**config.mk**
```make
export PLATFORM = sky130hd
export DESIGN_NAME = my_clipper_fifo_reader
export DESIGN_NICKNAME = d
export VERILOG_FILES = /design/src/rtl/my_clipper_pkg.sv /design/src/rtl/my_clipper_skid_buf.sv /design/src/rtl/my_clipper_fifo_reader.sv
export SDC_FILE = /design/constraint.sdc
export NUM_CORES = 1
export LEC_CHECK = 0
export CAP_MARGIN = 20
export CORE_MARGIN = 10
export CORE_UTILIZATION = 44
export DETAILED_ROUTE_END_ITERATION = 10
export PLACE_DENSITY = 0.81
export SKIP_CTS_REPAIR_TIMING = 1
export SLEW_MARGIN = 20
export SYNTH_ARGS = -nofsm -noshare
export SYNTH_HDL_FRONTEND = slang
export SYNTH_SLANG_ARGS = --single-unit
```
**constraint.sdc**
```tcl
create_clock -name clk -period 2.3 [get_ports clk]
set_input_delay 0.23 -clock clk [delete_from_list [all_inputs] [get_ports clk]]
set_output_delay 0.23 -clock clk [all_outputs]
set_load 0.005 [all_outputs]
```
**src/rtl/my_clipper_pkg.sv**
```systemverilog
// Shared definitions for the clipper FIFO read adapter: the {eop, sop, data}
// word layout, the framing FSM encoding and the output buffer sizing rule.
package my_clipper_pkg;

  // Bit positions inside a FIFO word of a given payload width.
  function automatic int data_lsb();
    return 0;
  endfunction

  function automatic int sop_bit(input int data_w);
    return data_w;
  endfunction

  function automatic int eop_bit(input int data_w);
    return data_w + 1;
  endfunction

  // The buffer must hold every read that can still be in flight plus the head.
  function automatic int buf_depth(input int rd_lat);
    return rd_lat + 1;
  endfunction

  typedef enum logic {
    ST_IDLE   = 1'b0,
    ST_IN_PKT = 1'b1
  } pkt_state_e;

endpackage

```
**src/rtl/my_clipper_skid_buf.sv**
```systemverilog
// Circular DEPTH-entry buffer that catches FIFO read data. The head entry is
// always presented on rd_data; occ reports how many entries are held.
module my_clipper_skid_buf #(
  parameter int WIDTH = 26,
  parameter int DEPTH = 2,
  parameter int OCC_W = $clog2(DEPTH + 1)
) (
  input  logic             clk,
  input  logic             rst_n,
  input  logic             clr,
  input  logic             wr_en,
  input  logic [WIDTH-1:0] wr_data,
  input  logic             rd_en,
  output logic [WIDTH-1:0] rd_data,
  output logic [OCC_W-1:0] occ
);

  localparam int PTR_W = (DEPTH > 1) ? $clog2(DEPTH) : 1;

  logic [WIDTH-1:0] mem [DEPTH];
  logic [PTR_W-1:0] wr_ptr;
  logic [PTR_W-1:0] rd_ptr;

  function automatic logic [PTR_W-1:0] ptr_inc(input logic [PTR_W-1:0] p);
    return (p == PTR_W'(DEPTH - 1)) ? '0 : p + 1'b1;
  endfunction

  // Pointer and occupancy bookkeeping; a clear discards everything held.
  always_ff @(posedge clk) begin
    // NOTE: state registers use non-blocking assignments so every flop samples
    // the pre-edge values and simulation matches the synthesized hardware.
    if (!rst_n || clr) begin
      wr_ptr <= '0;
      rd_ptr <= '0;
      occ    <= '0;
    end else begin
      if (wr_en) wr_ptr <= ptr_inc(wr_ptr);
      if (rd_en) rd_ptr <= ptr_inc(rd_ptr);
      case ({wr_en, rd_en})
        2'b10:   occ <= occ + 1'b1;
        2'b01:   occ <= occ - 1'b1;
        default: occ <= occ;
      endcase
    end
  end

  // Storage array.
  always_ff @(posedge clk) begin
    // NOTE: the data array has no reset; occ gates its use, so stale contents
    // are never observed and the array can map onto plain registers or LUT RAM.
    if (wr_en) mem[wr_ptr] <= wr_data;
  end

  assign rd_data = mem[rd_ptr];

endmodule

```
**src/rtl/my_clipper_fifo_reader.sv**
```systemverilog
// Read-side adapter from the clipper line FIFO to an Avalon-ST video source.
// Reads are issued only when the skid buffer has a guaranteed slot for the
// returning data, so valid/ready backpressure can never drop or repeat a beat.
// Packet framing is checked on every accepted beat.
// Optional feature: define MY_CLIPPER_RD_STATS_EN to build the beat and frame
// counters; otherwise frame_cnt and beat_cnt are constant zero.
module my_clipper_fifo_reader
  import my_clipper_pkg::*;
#(
  parameter int DATA_W = 24,
  parameter int RD_LAT = 1,
  parameter int CNT_W  = 16
) (
  input  logic              clk,
  input  logic              rst_n,
  input  logic              fifo_empty,
  input  logic [DATA_W+1:0] fifo_q,
  output logic              fifo_rdreq,
  output logic              fifo_aclr,
  input  logic              flush,
  output logic [DATA_W-1:0] vst_data,
  output logic              vst_sop,
  output logic              vst_eop,
  output logic              vst_valid,
  input  logic              vst_ready,
  output logic              pkt_err,
  output logic [CNT_W-1:0]  frame_cnt,
  output logic [CNT_W-1:0]  beat_cnt
);

  localparam int BUF_D  = buf_depth(RD_LAT);
  localparam int WORD_W = DATA_W + 2;
  localparam int OCC_W  = $clog2(BUF_D + 1);
  localparam int SUM_W  = OCC_W + 1;
  localparam int SOP_B  = sop_bit(DATA_W);
  localparam int EOP_B  = eop_bit(DATA_W);
  localparam int DATA_L = data_lsb();

  logic [RD_LAT-1:0] rd_sr;     // one bit per read still travelling through the FIFO
  logic [OCC_W-1:0]  inflight;
  logic [OCC_W-1:0]  occ;
  logic [WORD_W-1:0] head;
  logic [SUM_W-1:0]  used;
  logic [SUM_W-1:0]  limit;
  logic              pop;
  pkt_state_e        state;

  assign vst_valid = (occ != '0);
  assign pop       = vst_valid & vst_ready;
  assign vst_data  = head[DATA_W-1+DATA_L:DATA_L];
  assign vst_sop   = head[SOP_B];
  assign vst_eop   = head[EOP_B];

  // Count the reads whose data has not yet landed in the buffer.
  always_comb begin
    // NOTE: every combinational output gets a default first, so no path can
    // leave it unassigned and infer a latch.
    inflight = '0;
    for (int i = 0; i < RD_LAT; i++) inflight = inflight + OCC_W'(rd_sr[i]);
  end

  // Credit check: buffered + in-flight beats after this cycle's pop must leave
  // room for one more read. The clear pulse also blocks reads so nothing is
  // fetched from a FIFO that is being emptied.
  assign used       = SUM_W'(occ) + SUM_W'(inflight);
  assign limit      = SUM_W'(RD_LAT) + SUM_W'(pop);
  assign fifo_rdreq = rst_n & ~fifo_aclr & ~fifo_empty & ~flush & (used <= limit);

  // Read-latency tracker: the bit leaving the top marks valid fifo_q this cycle.
  always_ff @(posedge clk) begin
    if (!rst_n || flush) rd_sr <= '0;
    else                 rd_sr <= RD_LAT'({rd_sr, fifo_rdreq});
  end

  my_clipper_skid_buf #(
    .WIDTH (WORD_W),
    .DEPTH (BUF_D),
    .OCC_W (OCC_W)
  ) u_skid_buf (
    .clk     (clk),
    .rst_n   (rst_n),
    .clr     (flush),
    .wr_en   (rd_sr[RD_LAT-1]),
    .wr_data (fifo_q),
    .rd_en   (pop),
    .rd_data (head),
    .occ     (occ)
  );

  // Framing FSM with sticky error, plus the registered FIFO clear pulse.
  always_ff @(posedge clk) begin
    if (!rst_n) begin
      fifo_aclr <= 1'b1;
      state     <= ST_IDLE;
      pkt_err   <= 1'b0;
    end else begin
      fifo_aclr <= flush;
      if (flush) begin
        state   <= ST_IDLE;
        pkt_err <= 1'b0;
      end else if (pop) begin
        case (state)
          ST_IDLE: begin
            if (!vst_sop)      pkt_err <= 1'b1;
            else if (!vst_eop) state   <= ST_IN_PKT;
          end
          ST_IN_PKT: begin
            // A sop here starts a new packet over the broken one.
            if (vst_sop)      pkt_err <= 1'b1;
            else if (vst_eop) state   <= ST_IDLE;
          end
          default: state <= ST_IDLE;
        endcase
      end
    end
  end

`ifdef MY_CLIPPER_RD_STATS_EN
  // Free-running statistics; only reset clears them, flush leaves them alone.
  always_ff @(posedge clk) begin
    if (!rst_n) begin
      beat_cnt  <= '0;
      frame_cnt <= '0;
    end else if (pop) begin
      beat_cnt <= beat_cnt + 1'b1;
      if (vst_eop) frame_cnt <= frame_cnt + 1'b1;
    end
  end
`else
  assign beat_cnt  = '0;
  assign frame_cnt = '0;
`endif

endmodule

```
* Word-level counts from Yosys, hierarchy flattened
Memories as Yosys holds them, arrays and structs flattened. A register that Yosys moved wholly into a read port is not among the register bits.
Cells that the tools add are included.
** Storage, ports and cells
- Flip-flop bits (word level) :: 8
- RAM bits :: 52
- Bits of input ports :: 31
- Output and inout bits :: 62
- Memories kept :: 1
** Memory list
- u_skid_buf.mem :: words 2, width 26, read ports 1, clocked after memory_dff 1, write ports 1, line my_clipper_skid_buf.sv:20 : logic [WIDTH-1:0] mem [DEPTH];
** Cells by class
- Add/subtract/negate cells :: 6
- $lt $le $gt $ge :: 1
- Equality and inequality tests :: 4
- Multiplexer cells :: 14
- Bitwise logic cells :: 10
- Reductions and logical operators :: 6
** Operators with widths (count)
- 1-bit 2-to-1 mux :: 11
- 1-bit bitwise AND :: 5
- 1-bit inverter :: 5
- 2-bit inequality test, second input constant :: 2
- 1-bit one-hot mux with 2 select lines :: 2
- 2-bit one-hot mux with 2 select lines :: 1
- 2-bit nonzero test :: 2
- 2-bit by 1-bit adder with 3-bit output :: 1
- 3-bit by 2-bit <= comparator with 1-bit output :: 1
- 3-bit AND reduction :: 1
- 1-bit adder, second input constant :: 2
- 1-bit by 1-bit adder with 2-bit output, first input constant :: 1
- 2-bit by 1-bit adder with 2-bit output, second input constant :: 1
- 2-bit by 1-bit equality test with 1-bit output, second input constant :: 1
- 2-bit equality test, second input constant :: 1
- 2-bit OR reduction :: 1
- 2-bit by 1-bit subtractor with 2-bit output, second input constant :: 1
- 1-bit logical NOT :: 1
- 1-bit logical OR :: 1

* Longest topological paths before layout
- Depth in word-level cells :: 5
- Gate-level depth with buffers :: 6

* Modules after synthesis
A second synthesis with hierarchy kept.
** Unflattened totals
- Cell total of the unflattened synthesis :: 164
- Area total of the unflattened synthesis :: 2582.5 µm²
** By module, submodules not included
- my_clipper_skid_buf :: times used 1, cells each 102, area each 2073.2 µm²
- my_clipper_fifo_reader :: times used 1, cells each 62, area each 509.2 µm²

* Worst setup path before layout
Ideal clock, no wire load.
- Path kind :: register to register
- Start :: register rd_sr
- End :: memory u_skid_buf.mem[0][0] (enable)
- Setup time :: 412 ps
- Arrival :: 1645 ps
- Data required time :: 1888 ps
- Path slack :: 243 ps
- Cell stages (with the launch flop) :: 2
- Period minus slack after synthesis :: 2057 ps
- Cells stage by stage :: dfxtp_1 > nor2b_1
** On the way
- Longest elaborated chain between the ends :: 2
** Ends and longest elaborated chain
- from (decl) :: line my_clipper_fifo_reader.sv:39 : logic [RD_LAT-1:0] rd_sr;
- from (signal assigned) :: line my_clipper_fifo_reader.sv:72 : else rd_sr <= RD_LAT'({rd_sr, fifo_rdreq});
- 1-bit 2-to-1 mux :: line my_clipper_skid_buf.sv:51 : if (wr_en) mem[wr_ptr] <= wr_data;
- 1-bit 2-to-1 mux (not written as such) :: line my_clipper_skid_buf.sv:51
- to (decl) :: line my_clipper_skid_buf.sv:20
Every way passes these cells.

* Worst setup path after layout
- Start :: register u_skid_buf.occ[0]
- End :: output fifo_rdreq
** On the way
- Longest elaborated chain between the ends :: 5
- Elaborated cells between the ends (all ways) :: 6
** Ends and longest elaborated chain
- from (decl) :: line my_clipper_skid_buf.sv:15 : output logic [OCC_W-1:0] occ
- from (signal assigned) :: line my_clipper_skid_buf.sv:40 : 2'b10: occ <= occ + 1'b1;
- from (signal assigned) :: line my_clipper_skid_buf.sv:41 : 2'b01: occ <= occ - 1'b1;
- 2-bit nonzero test :: line my_clipper_fifo_reader.sv:48 : assign vst_valid = (occ != '0);
- 1-bit bitwise AND :: line my_clipper_fifo_reader.sv:49 : assign pop = vst_valid & vst_ready;
- net pop :: line my_clipper_fifo_reader.sv:45 : logic pop;
- 1-bit by 1-bit adder with 2-bit output :: line my_clipper_fifo_reader.sv:66 : assign limit = SUM_W'(RD_LAT) + SUM_W'(pop);
- 3-bit by 2-bit <= comparator with 1-bit output :: line my_clipper_fifo_reader.sv:67 : assign fifo_rdreq = rst_n & ~fifo_aclr & ~fifo_empty & ~flush & (used <= limit);
- 1-bit bitwise AND :: line my_clipper_fifo_reader.sv:67
- to (decl) :: line my_clipper_fifo_reader.sv:18 : output logic fifo_rdreq,
The timed path passes the listed nets, and every way through them passes these cells.

==> impl_metrics.toml <==
[route]
drt_iter0_drc = 46
drtPass1Iterations = 4
drt_wl_total_mm = 5.10
antenna_left = 0
post_drt_wl_per_cell_microns = 16.1
post_drt_via_cell_ratio = 4.42
vias = 1401
remaining_drc_errors = 0

[worst_hold_path]
hold_start = "fifo_aclr"
hold_path_class = "flip-flop to flip-flop"
min_to = "rd_sr"
min_path_cells = 1

[cells_and_area]
final_cell_area_sq_um = 3410
fin_nets = 275
syn_to_final_growth_pct = 32.6
fillers = 458
diodes = 0
drive_gt1_frac = 0.273

[logic_synthesis]
synthFlopType = "edfxtp_1"
mappedNetlistArea_sq_um = 2570
synth_seq_area_share = 0.676
synth.avg_cell_area_sq_um = 16.0
synthCells = 161
yosysMostFrequentCell = "edfxtp_1"
synthDistinctLibCells = 30
async_flop_share = 0
synth-seq-cells = 61
yosys-top-cells-area = "edfxtp_1, mux2_2, buf_4"
synth_edf_count = 52
ys_warn_count = 0
synth_top_area_share = 0.606
yosys-top-cells-count = "edfxtp_1, buf_4, mux2_2"
yosys.area.top_type = "edfxtp_1"

[setup_path]
cp-start-kind = "flip-flop"
path_max_fanout = 4
worstRegToRegCells = 6
reg2reg_slack_ns = 0.67
setup.worst_path.end_class = "output port"
crit_path_max_incr_delay_ns = 0.47
cp.required_ns = 2.07
arrival_ns = 1.97
crit_chain = "o21ai_4 -> inv_2 -> fa_1 -> o31a_1 -> a21oi_2 -> nor4_2 -> buf_2"
r2r-start = "u_skid_buf.occ[0]"
setup.worst_path.class = "flip-flop to output port"
reg2reg_to = "rd_sr"
critPathSlowestCell = "fa_1"

[global_routing]
top_usage_layer = "met2"
track_usage = 0.108
grt_use_met2 = 0.202
globalRouteMet3Util = 0.0439
grt_start_max_net_pins = 27
grt_pass1_wl_mm = 7.36
antenna_found_initial = 0
overflow = 0
grtUsageMet1 = 0.0967
grt_pass1_vias = 1480

[clocking]
clock_sinks = 61
clk_pin_slew_ns = 0.06
clock-root-buffer = "clkbuf_8"
clk_path_buf_depth = 2
clock_latency_ns = 0.33
tritoncts = "built"
ctsHtreeMaxLevel = 3
cts_inserted_buffers = 9

[power]
combPwrFrac = 0.053
ir_worst_vdd_v = 0.000516
intPower_mw = 1.66
power_leakage_nw = 1.22
power_frac_seq = 0.569
report.power.total_mw = 2.12
cellPowerDensity_nw_per_um2 = 621
swShare = 0.217
p_sw_mw = 0.461
power_frac_clock = 0.378

[timing]
slew_viol_final = 0
fin_worst_skew_ns = 0.00706
fmax_ghz = 0.454
grt_setup_unrepaired = "true"
timing.final.hold_violations = 0
finalSetupViolations = 0
post-route-min-period_ns = 2.20
period_share = 0.957

[place]
hpwlAfterDp_mm = 3.63
post_dp_cell_area_sq_um = 3210
io_buffer_count = 60
gp_congestion = 0.700

[run]
maxCapViolations = 0

[floorplanning]
dieArea_sq_um = 9310
num_rows = 27
core_area_sq_um = 5610
num_io_pins = 93
chipHeight_microns = 96.5
start_util = 0.459
die_w_microns = 96.5

[run_status]
status = "finished, final reports clean"
cell type report:
type | count | area, sq um | share of cell area
clock buffer | 10 | 128 | 0.0374
clock inverter | 6 | 38.8 | 0.0114
inverter | 5 | 18.8 | 0.00550
multi-input combinational | 91 | 704 | 0.206
sequential | 61 | 1750 | 0.512
tap | 72 | 90.1 | 0.0264
timing repair buffer | 72 | 686 | 0.201
metrics by stage:
| stage | worst slack (ns) | util | hold slack, ns | setup TNS, ns | cells |
|---|---|---|---|---|---|
| 2_1_floorplan | 0.243 | - | 0.309 | 0 | 192 |
| 3_3_place_gp | -0.224 | 0.572 | 0.440 | -0.224 | 300 |
| 3_5_place_dp | -0.228 | 0.572 | 0.448 | -0.228 | 300 |
| 4_1_cts | -0.405 | 0.601 | 0.459 | -0.405 | 316 |
| 5_1_grt | -0.0145 | 0.609 | 0.463 | -0.0145 | 317 |
| 6_report | 0.0997 | 0.609 | 0.472 | 0 | 317 |
registers in the layout, indices dropped and copies added (netlist names), named ones only:
| signal | cells |
|---|---|
| rd_sr | 1 |
| fifo_aclr | 1 |
| state | 1 |
| u_skid_buf.rd_ptr | 1 |
| u_skid_buf.mem | 52 |
| pkt_err | 1 |
| u_skid_buf.occ | 2 |
| u_skid_buf.wr_ptr | 1 |
per-layer routing:
layer / routed length [microns] / share of wire
met1: 1770 / 0.35
met3: 431 / 0.084
met5: 0 / 0
met2: 2820 / 0.55
met4: 81 / 0.016
cells in the final DEF, fill, tap and decap left out, types with 3 or more instances in the layout:
master           count
nor2_1               4
conb_1              32
buf_4               12
dfxtp_1              6
clkbuf_8             9
edfxtp_1            52
clkdlybuf4s50_1     59
mux2_2              25
inv_1                3
xnor2_1              4
clkinv_2             3
power groups by stage:
stage	clock network, mW	logic [mW]	registers, mW
5_1_grt	0.879	0.123	1.21
2_1_floorplan	0	0.0681	1.23
6_report	0.801	0.113	1.21
4_1_cts	0.826	0.109	1.21
3_5_place_dp	0	0.108	1.23
3_3_place_gp	0	0.105	1.23
how the worst max path moves through the flow:
stage / startpoint / to / slack (ns) / cells after the start
5_1_grt: u_skid_buf.occ[0] / fifo_rdreq / -0.01 / 7
2_1_floorplan: rd_sr / u_skid_buf.mem[0][0] / 0.24 / 1
3_5_place_dp: vst_ready / fifo_rdreq / -0.23 / 8
6_report: u_skid_buf.occ[0] / fifo_rdreq / 0.1 / 7
3_3_place_gp: vst_ready / fifo_rdreq / -0.22 / 8
4_1_cts: u_skid_buf.occ[0] / fifo_rdreq / -0.40 / 7
cell families after synthesis:
group / after synthesis / share of synthesized area
multiplexers: 26 / 0.115
buffers and inverters: 40 / 0.109
AO/OA/AOI/OAI: 9 / 0.0262
AND/OR/NAND/NOR: 15 / 0.0326
XOR/XNOR: 5 / 0.0170
other: 1 / 0.00146
adder cells (fa/ha/maj): 4 / 0.0224
flip-flops: 61 / 0.676
worst max-delay path: cells and delay by family (launching register included):
| kind | cells | cell delay (ns) |
|---|---|---|
| flip-flops | 1 | 0.37 |
| buffers and inverters | 2 | 0.17 |
| AO/OA/AOI/OAI | 3 | 0.57 |
| adder cells (fa/ha/maj) | 1 | 0.47 |
| AND/OR/NAND/NOR | 1 | 0.06 |
No activity file was read; power rests on OpenSTA's default activity.
